`src/rtl/fft_pkg.sv`:
```
// Shared FFT helpers: default frame geometry and the bit-reversal
// function, used by the reorder buffer and the shuffle-index generator.
package fft_pkg;

    // log2 of the frame length and the sample width used when a client
    // does not override them.
    localparam int N_DEFAULT = 3;
    localparam int W_DEFAULT = 16;

    // Mirror the low n bits of k (bit i moves to bit n-1-i). Bits above
    // n-1 of the result are zero; callers truncate to their index width.
    function automatic logic [31:0] rev_bits(input logic [31:0] k, input int n);
        logic [31:0] r;
        r = '0;
        for (int i = 0; i < n; i++) begin
            r = {r[30:0], k[i]};
        end
        return r;
    endfunction

endpackage : fft_pkg

```
`src/rtl/reorder_bank_ram.sv`:
```
// One bank of the ping-pong reorder storage: 2^N x W, one synchronous
// write port and one asynchronous read port.
module reorder_bank_ram #(
    parameter int N = 3,
    parameter int W = 16
) (
    input  logic         clk,
    input  logic         we,
    input  logic [N-1:0] waddr,
    input  logic [W-1:0] wdata,
    input  logic [N-1:0] raddr,
    output logic [W-1:0] rdata
);

    logic [W-1:0] mem [2**N];

    // Capture the incoming sample at its bit-reversed address.
    // NOTE: storage is deliberately left out of reset; the full flags in
    // the parent decide whether its contents mean anything.
    always_ff @(posedge clk) begin
        if (we) begin
            mem[waddr] <= wdata;
        end
    end

    assign rdata = mem[raddr];

endmodule : reorder_bank_ram

```
`src/rtl/bitrev_reorder_buf.sv`:
```
// Bit-reversed to natural-order frame reorder buffer. Input frames are
// written scattered (address = rev(k)) into one bank while the other bank
// is read out linearly, so a full bank always holds a natural-order frame.
module bitrev_reorder_buf
    import fft_pkg::*;
#(
    parameter int N = N_DEFAULT,
    parameter int W = W_DEFAULT
) (
    input  logic         clk,
    input  logic         rst_n,
    input  logic         in_valid,
    output logic         in_ready,
    input  logic [W-1:0] in_data,
    output logic         out_valid,
    input  logic         out_ready,
    output logic [W-1:0] out_data,
    output logic [N-1:0] out_idx,
    output logic         out_last
);

    localparam logic [N-1:0] CNT_MAX = '1;

    logic [N-1:0] wr_cnt;
    logic [N-1:0] rd_cnt;
    logic         wr_bank;
    logic         rd_bank;
    logic [1:0]   full;
    logic [1:0]   full_nxt;

    logic         in_fire;
    logic         out_fire;
    logic         wr_wrap;
    logic         rd_wrap;
    logic [N-1:0] wr_addr;
    logic [W-1:0] rd_data [2];

    // Handshakes depend only on registered state, so there is no
    // combinational path from in_valid/out_ready to the ready/valid outputs.
    assign in_ready  = ~full[wr_bank];
    assign out_valid = full[rd_bank];
    assign in_fire   = in_valid & in_ready;
    assign out_fire  = out_valid & out_ready;
    assign wr_wrap   = (wr_cnt == CNT_MAX);
    assign rd_wrap   = (rd_cnt == CNT_MAX);
    assign wr_addr   = N'(rev_bits(32'(wr_cnt), N));

    // Both banks share address/data; only the write enable is steered.
    for (genvar b = 0; b < 2; b++) begin : g_bank
        reorder_bank_ram #(
            .N (N),
            .W (W)
        ) u_ram (
            .clk   (clk),
            .we    (in_fire && (wr_bank == 1'(b))),
            .waddr (wr_addr),
            .wdata (in_data),
            .raddr (rd_cnt),
            .rdata (rd_data[b])
        );
    end

    assign out_data = rd_data[rd_bank];
    assign out_idx  = rd_cnt;
    assign out_last = out_valid & rd_wrap;

    // Next full flags: a fill and a drain on the same edge always target
    // different banks (the fill needs an empty bank, the drain a full one),
    // so both updates are applied independently.
    // NOTE: every comb output gets a default first so no latch is inferred.
    always_comb begin
        full_nxt = full;
        if (in_fire && wr_wrap) begin
            full_nxt[wr_bank] = 1'b1;
        end
        if (out_fire && rd_wrap) begin
            full_nxt[rd_bank] = 1'b0;
        end
    end

    // Full-flag register.
    // NOTE: sequential state uses non-blocking assignments so every flop
    // samples pre-edge values regardless of block ordering.
    always_ff @(posedge clk or negedge rst_n) begin
        if (!rst_n) begin
            full <= '0;
        end else begin
            full <= full_nxt;
        end
    end

    // Write side: count accepted samples and flip banks after the last one.
    always_ff @(posedge clk or negedge rst_n) begin
        if (!rst_n) begin
            wr_cnt  <= '0;
            wr_bank <= 1'b0;
        end else if (in_fire) begin
            wr_cnt <= wr_cnt + 1'b1;
            if (wr_wrap) begin
                wr_bank <= ~wr_bank;
            end
        end
    end

    // Read side: step through the full bank and flip banks after the last one.
    always_ff @(posedge clk or negedge rst_n) begin
        if (!rst_n) begin
            rd_cnt  <= '0;
            rd_bank <= 1'b0;
        end else if (out_fire) begin
            rd_cnt <= rd_cnt + 1'b1;
            if (rd_wrap) begin
                rd_bank <= ~rd_bank;
            end
        end
    end

endmodule : bitrev_reorder_buf

```
`config.mk`:
```
export PLATFORM = sky130hd
export DESIGN_NAME = bitrev_reorder_buf
export DESIGN_NICKNAME = d
export VERILOG_FILES = /design/src/rtl/fft_pkg.sv /design/src/rtl/reorder_bank_ram.sv /design/src/rtl/bitrev_reorder_buf.sv
export SDC_FILE = /design/constraint.sdc
export NUM_CORES = 1
export LEC_CHECK = 0
export ABC_CLOCK_PERIOD_IN_PS = 7300
export BUFFER_PORTS_ARGS = -buffer_cell sky130_fd_sc_hd__buf_2
export CORE_MARGIN = 4
export CORE_UTILIZATION = 35
export DETAILED_ROUTE_END_ITERATION = 8
export PLACE_DENSITY = 0.62
export REMOVE_ABC_BUFFERS = 1
export SYNTH_ARGS = -nofsm -noshare
export SYNTH_HDL_FRONTEND = slang
export SYNTH_HIERARCHICAL = 1
export SYNTH_SLANG_ARGS = --single-unit
```
`constraint.sdc`:
```
create_clock -name clk -period 7.3 [get_ports clk]
set_input_delay 0 -clock clk [delete_from_list [all_inputs] [get_ports clk]]
set_output_delay 0 -clock clk [all_outputs]
set_load 0.01 [all_outputs]
```
# After elaboration in Yosys (flattened, before gate mapping)
# Memories as Yosys holds them, arrays and structs flattened.
# Cells that the tools add are included.
[op_classes]
addsub = 2
order_cmp = 5
n_eq_ne = 2
mux = 17
bitwise_logic = 10
reduce_logical = 8
[ops]
columns = ["operator", "n"]
rows = [
  ["16-bit two-way mux", 3],
  ["1-bit two-way mux", 10],
  ["3-bit by 1-bit adder with 3-bit output (second input constant)", 2],
  ["3-bit == test (second input constant)", 2],
  ["1-bit logical AND", 6],
  ["1-bit by 2-bit less-than comparator with 1-bit output (second input constant)", 2],
  ["2-bit two-way mux", 2],
  ["2-bit AND reduction", 2],
  ["1-bit bitwise AND", 3],
  ["1-bit NOT", 3],
  ["2-bit bitwise AND", 1],
  ["1-bit demux with 1-bit select", 2],
  ["1-bit >= comparator (second input constant)", 2],
  ["2-bit >= comparator (second input constant)", 1],
  ["1-bit NOT with 2-bit output", 1],
  ["2-bit NOT", 1],
  ["2-bit OR", 1],
]
[word_totals]
register_bits = 10
ramBits = 256
inputBits = 20
output_inout_bits = 22
word_cells = 51
mem_count = 2
[mem_list]
columns = ["memory", "words", "width", "rd", "rd_ports_with_merged_regs", "write_ports", "line", "rtl"]
rows = [
  ["g_bank[0].u_ram.mem", 8, 16, 1, 0, 1, "reorder_bank_ram.sv:15", "logic [W-1:0] mem [2**N];"],
  ["g_bank[1].u_ram.mem", 8, 16, 1, 0, 1, "reorder_bank_ram.sv:15", ""],
]

# Logic depth before layout (Yosys ltp)
[depth]
depth_word = 8
mapped_depth = 5

# Hierarchy
# The synthesis kept the hierarchy.
[by_module_without_submodules]
columns = ["mod", "n_inst", "cells_each", "area_each_um2", "seq_area_each_um2"]
rows = [
  ["reorder_bank_ram", 2, 198, 4973.5, 3843.7],
  ["bitrev_reorder_buf", 1, 56, 678.2, 250.2],
]

# Worst setup path before layout
# No wires, ideal clock.
[synth_path]
path_kind = "register to register"
startpoint = "register full[0]"
endpoint = "memory g_bank[0].u_ram.mem[0][0] (enable)"
arrival_time_ns = 1.934
t_required_ns = 6.891
path_slack_ns = 4.957
path_stages_with_launch = 4
n_path_buf = 0
period_less_slack_ns = 2.343
path_cell_list = "dfrtp_1 -> nor3b_1 -> nand2b_1 -> nor3_1"
[synth_via]
elab_chain_len = 7
[synth_rtl]
columns = ["element", "line", "rtl"]
rows = [
  ["from (decl)", "bitrev_reorder_buf.sv:28", "logic [1:0] full;"],
  ["from (signal assigned)", "bitrev_reorder_buf.sv:88", "full <= full_nxt;"],
  ["1-bit two-way mux (implied by the code) (2 in series)", "bitrev_reorder_buf.sv:40", "assign in_ready = ~full[wr_bank];"],
  ["1-bit NOT", "bitrev_reorder_buf.sv:40", ""],
  ["1-bit bitwise AND", "bitrev_reorder_buf.sv:42", "assign in_fire = in_valid & in_ready;"],
  ["1-bit logical AND", "bitrev_reorder_buf.sv:55", ".we (in_fire && (wr_bank == 1'(b))),"],
  ["1-bit two-way mux", "reorder_bank_ram.sv:21", "if (we) begin"],
  ["1-bit two-way mux (implied by the code)", "reorder_bank_ram.sv:22", "mem[waddr] <= wdata;"],
  ["to (decl)", "reorder_bank_ram.sv:15", ""],
]
# No other way between the ends. The select of a mux whose other input is x is not followed.

==> flow_metrics.tcl <==
set metrics [dict create \
    run_status "finished, final reports clean" \
    critPathKind "reg2out" \
    hp-class "in2reg" \
    worstPathRequired_ns 7.30 \
    cp_num_buf_inv 2 \
    avgViaCountPerCell 5.06 \
    grt_pass1_wl_microns 31900 \
    std_cell_rows 63 \
    clk_path_buf_depth 3 \
    synth_ff_type "edfxtp_1" \
    routed_wl_microns 21000 \
    fin_crit_ns 3.27 \
    synth-seq-cells 266 \
    finalSetupTns_ns 0 \
    start_util 0.357 \
    num-nets-final 564 \
    synthArstFlopShare 0.0376 \
    ys_seq_area_frac 0.747 \
    grt_max_degree 58 \
    antenna_found_initial 0 \
    timing.hold.ws_ns 0.393 \
    ir_drop_v 0.000169 \
    drv_slew 0 \
    wl_per_cell_microns 22.2 \
    die-area_sq_mm 0.0332 \
    leakage_uw 0.00416 \
    yosys_warnings 6 \
    finalWorstSetupSlack_ns 4.03 \
    synth_most_common_cell "edfxtp_1" \
    grt-busiest-layer "met2" \
    die_y_microns 182 \
    drtPass1Iterations 4 \
    ys_top_cells_by_area "edfxtp_1, mux4_1, mux2_2" \
    grt_use_met1 0.176 \
    crit_family "multiplexers" \
    p_switching_uw 1230 \
    crit_top_cell "mux2_2" \
    h-tree-depth 1 \
    cts-buffers-inserted 25 \
    cts_resized 0 \
    fillers 2569 \
    grt_setup_unrepaired "no" \
    clk_pin_slew_ns 0.06 \
    power.share.switching 0.271 \
    setup_viol 0 \
    hold_viol 0 \
    area_growth_pct 17.3 \
    grt-ovfl-total 0 \
    ys_top_cells_by_count "edfxtp_1, mux4_1, mux2_2, nor2_1, dfrtp_1" \
    drtIter0Drc 364 \
    antenna_cells 0 \
    drtAntennaViolNets 0 \
    comb_power_share 0.269 \
    syn-mean-instance-area_sq_um 23.5 \
    pwr-share-clk 0.300 \
    cts.sinks 266 \
    synth_top_area_cell "edfxtp_1" \
    worstSetupEndpointType "output port" \
    synth_top_area_frac 0.724 \
    place_hpwl_microns 11500 \
    r2r_slack_ns 4.72 \
    seqPwrFrac 0.431 \
    yosysUniqueCellTypes 25 \
    netlist_area_sq_mm 0.0106 \
    detailedPlace.worstSlack_ns 4.53 \
    drv_cap 0 \
    port_buffers 41 \
    critPathSlowestCell "buf_4" \
    skew_ns 0.00775 \
    track_usage 0.127 \
    gp_congestion 0.705 \
    cts_tree "yes" \
    syn_inst 452 \
    post-route-drc-count 0 \
    max_slew_margin 0.298 \
    core_sq_mm 0.0298 \
    path_cells "buf_4 > mux4_1 > mux2_2 > mux2_2 > buf_2" \
    multiInputGateArea_sq_mm 0.00260 \
    arrival_ns 3.27 \
    max_freq_ghz 0.306 \
    vias 4797 \
    first_global_vias 5150 \
    critPathMaxFanout 57 \
    die-width_microns 182 \
    startpoint_type "flop" \
    holdBufCountCts 21 \
    grtUsageMet2 0.212 \
    clkLatencyLatePin_ns 0.51 \
    critPathMaxStageDelay_ns 0.81 \
    drive_above_1_share 0.328 \
    tightest_slew_ns 1.05 \
    postCtsSetupRepairBufs 0 \
    gr-usage-met3 0.0167 \
    power.density_mw_per_mm2 363 \
    num_io_pins 42 \
    min_period_over_period 0.448 \
    p_int_uw 3300 \
    root_buffer "clkbuf_16" \
    synth_edf_count 256 \
    seq_area_sq_mm 0.00794 \
]
==> power groups by stage <==
stage	Combinational [uW]	Sequential (uW)	Clock, uW
after floorplan	778	2020	0
after detailed placement	1230	1990	0
after global placement	1210	1980	0
after global routing	1320	1970	1450
final	1210	1950	1360
after CTS	1250	1950	1380
==> final cells by class <==
| type | count | share of cell area |
|---|---|---|
| repair buffers | 81 | 0.0448 |
| clock inverters | 15 | 0.0168 |
| multi-input cells | 166 | 0.208 |
| clock buffers | 30 | 0.0533 |
| flip-flops and latches | 266 | 0.638 |
| well taps | 390 | 0.0392 |
==> flip-flops by register name, indices dropped and copies added (netlist names) <==
| signal | count |
|---|---|
| full | 2 |
| wr_cnt | 3 |
| rd_bank | 1 |
| g_bank.u_ram/mem | 256 |
| out_idx | 3 |
| wr_bank | 1 |
==> cells in the final DEF (no fill, tap or decap), types with 4 or more instances in the layout <==
cell type,n
edfxtp_1,256
mux4_1,56
mux2_2,51
buf_2,41
clkbuf_16,25
dlygate4sd3_1,21
buf_4,19
nor2_2,12
mux4_2,8
nand2_1,7
dfrtp_1,7
clkinv_2,6
nand2b_1,6
bufinv_16,5
ha_1,4
nor3_2,4
==> path summary, 6_finish.rpt <==
path,startpoint,endpoint,cells past startpoint
hold reg to reg,wr_cnt[0]$_DFFE_PN0N_,wr_cnt[0]$_DFFE_PN0N_,1
setup reg to reg,out_idx[1]$_DFFE_PN0P_,full[0]$_DFF_PN0_,6
hold / removal,in_valid,wr_bank$_DFFE_PN0N_,4
min in group asynchronous,rst_n,out_idx[0]$_DFFE_PN0P_,3
setup / recovery,out_idx[0]$_DFFE_PN0P_,out_data[4],5
max in group asynchronous,rst_n,out_idx[0]$_DFFE_PN0P_,3
==> routing by layer <==
| layer | vias to the layer above | part of all wire | wire (microns) |
|---|---|---|---|
| li1 | 2124 | - | - |
| met5 | - | 0 | 0 |
| met2 | 99 | 0.50 | 10400 |
| met3 | 31 | 0.030 | 629 |
| met4 | 0 | 0.021 | 442 |
| met1 | 2543 | 0.45 | 9530 |
==> kinds of logic after synthesis <==
family / Yosys count / share of synthesized area
buf+inv: 20 / 0.0132
simple gates: 34 / 0.0155
fa+ha+maj: 4 / 0.00471
flops: 266 / 0.747
xor+xnor: 2 / 0.00165
compound gates: 8 / 0.00459
mux: 118 / 0.213
==> per-stage QoR <==
| step | util | power (uW) | area (sq um) | std cells |
|---|---|---|---|---|
| floorplan | - | 2790 | 10500 | 432 |
| global placement | 0.382 | 3190 | 11400 | 882 |
| detailed placement | 0.382 | 3220 | 11400 | 882 |
| CTS | 0.418 | 4580 | 12500 | 948 |
| global route | 0.418 | 4740 | 12500 | 948 |
| finish | 0.418 | 4520 | 12500 | 948 |
==> tightest hold or removal path, cell delays in order <==
cell           delay, ns
dlygate4sd3_1       0.53
buf_2               0.15
nand2_1             0.10
o31ai_1             0.07
No activity file was read; power rests on OpenSTA's default activity.
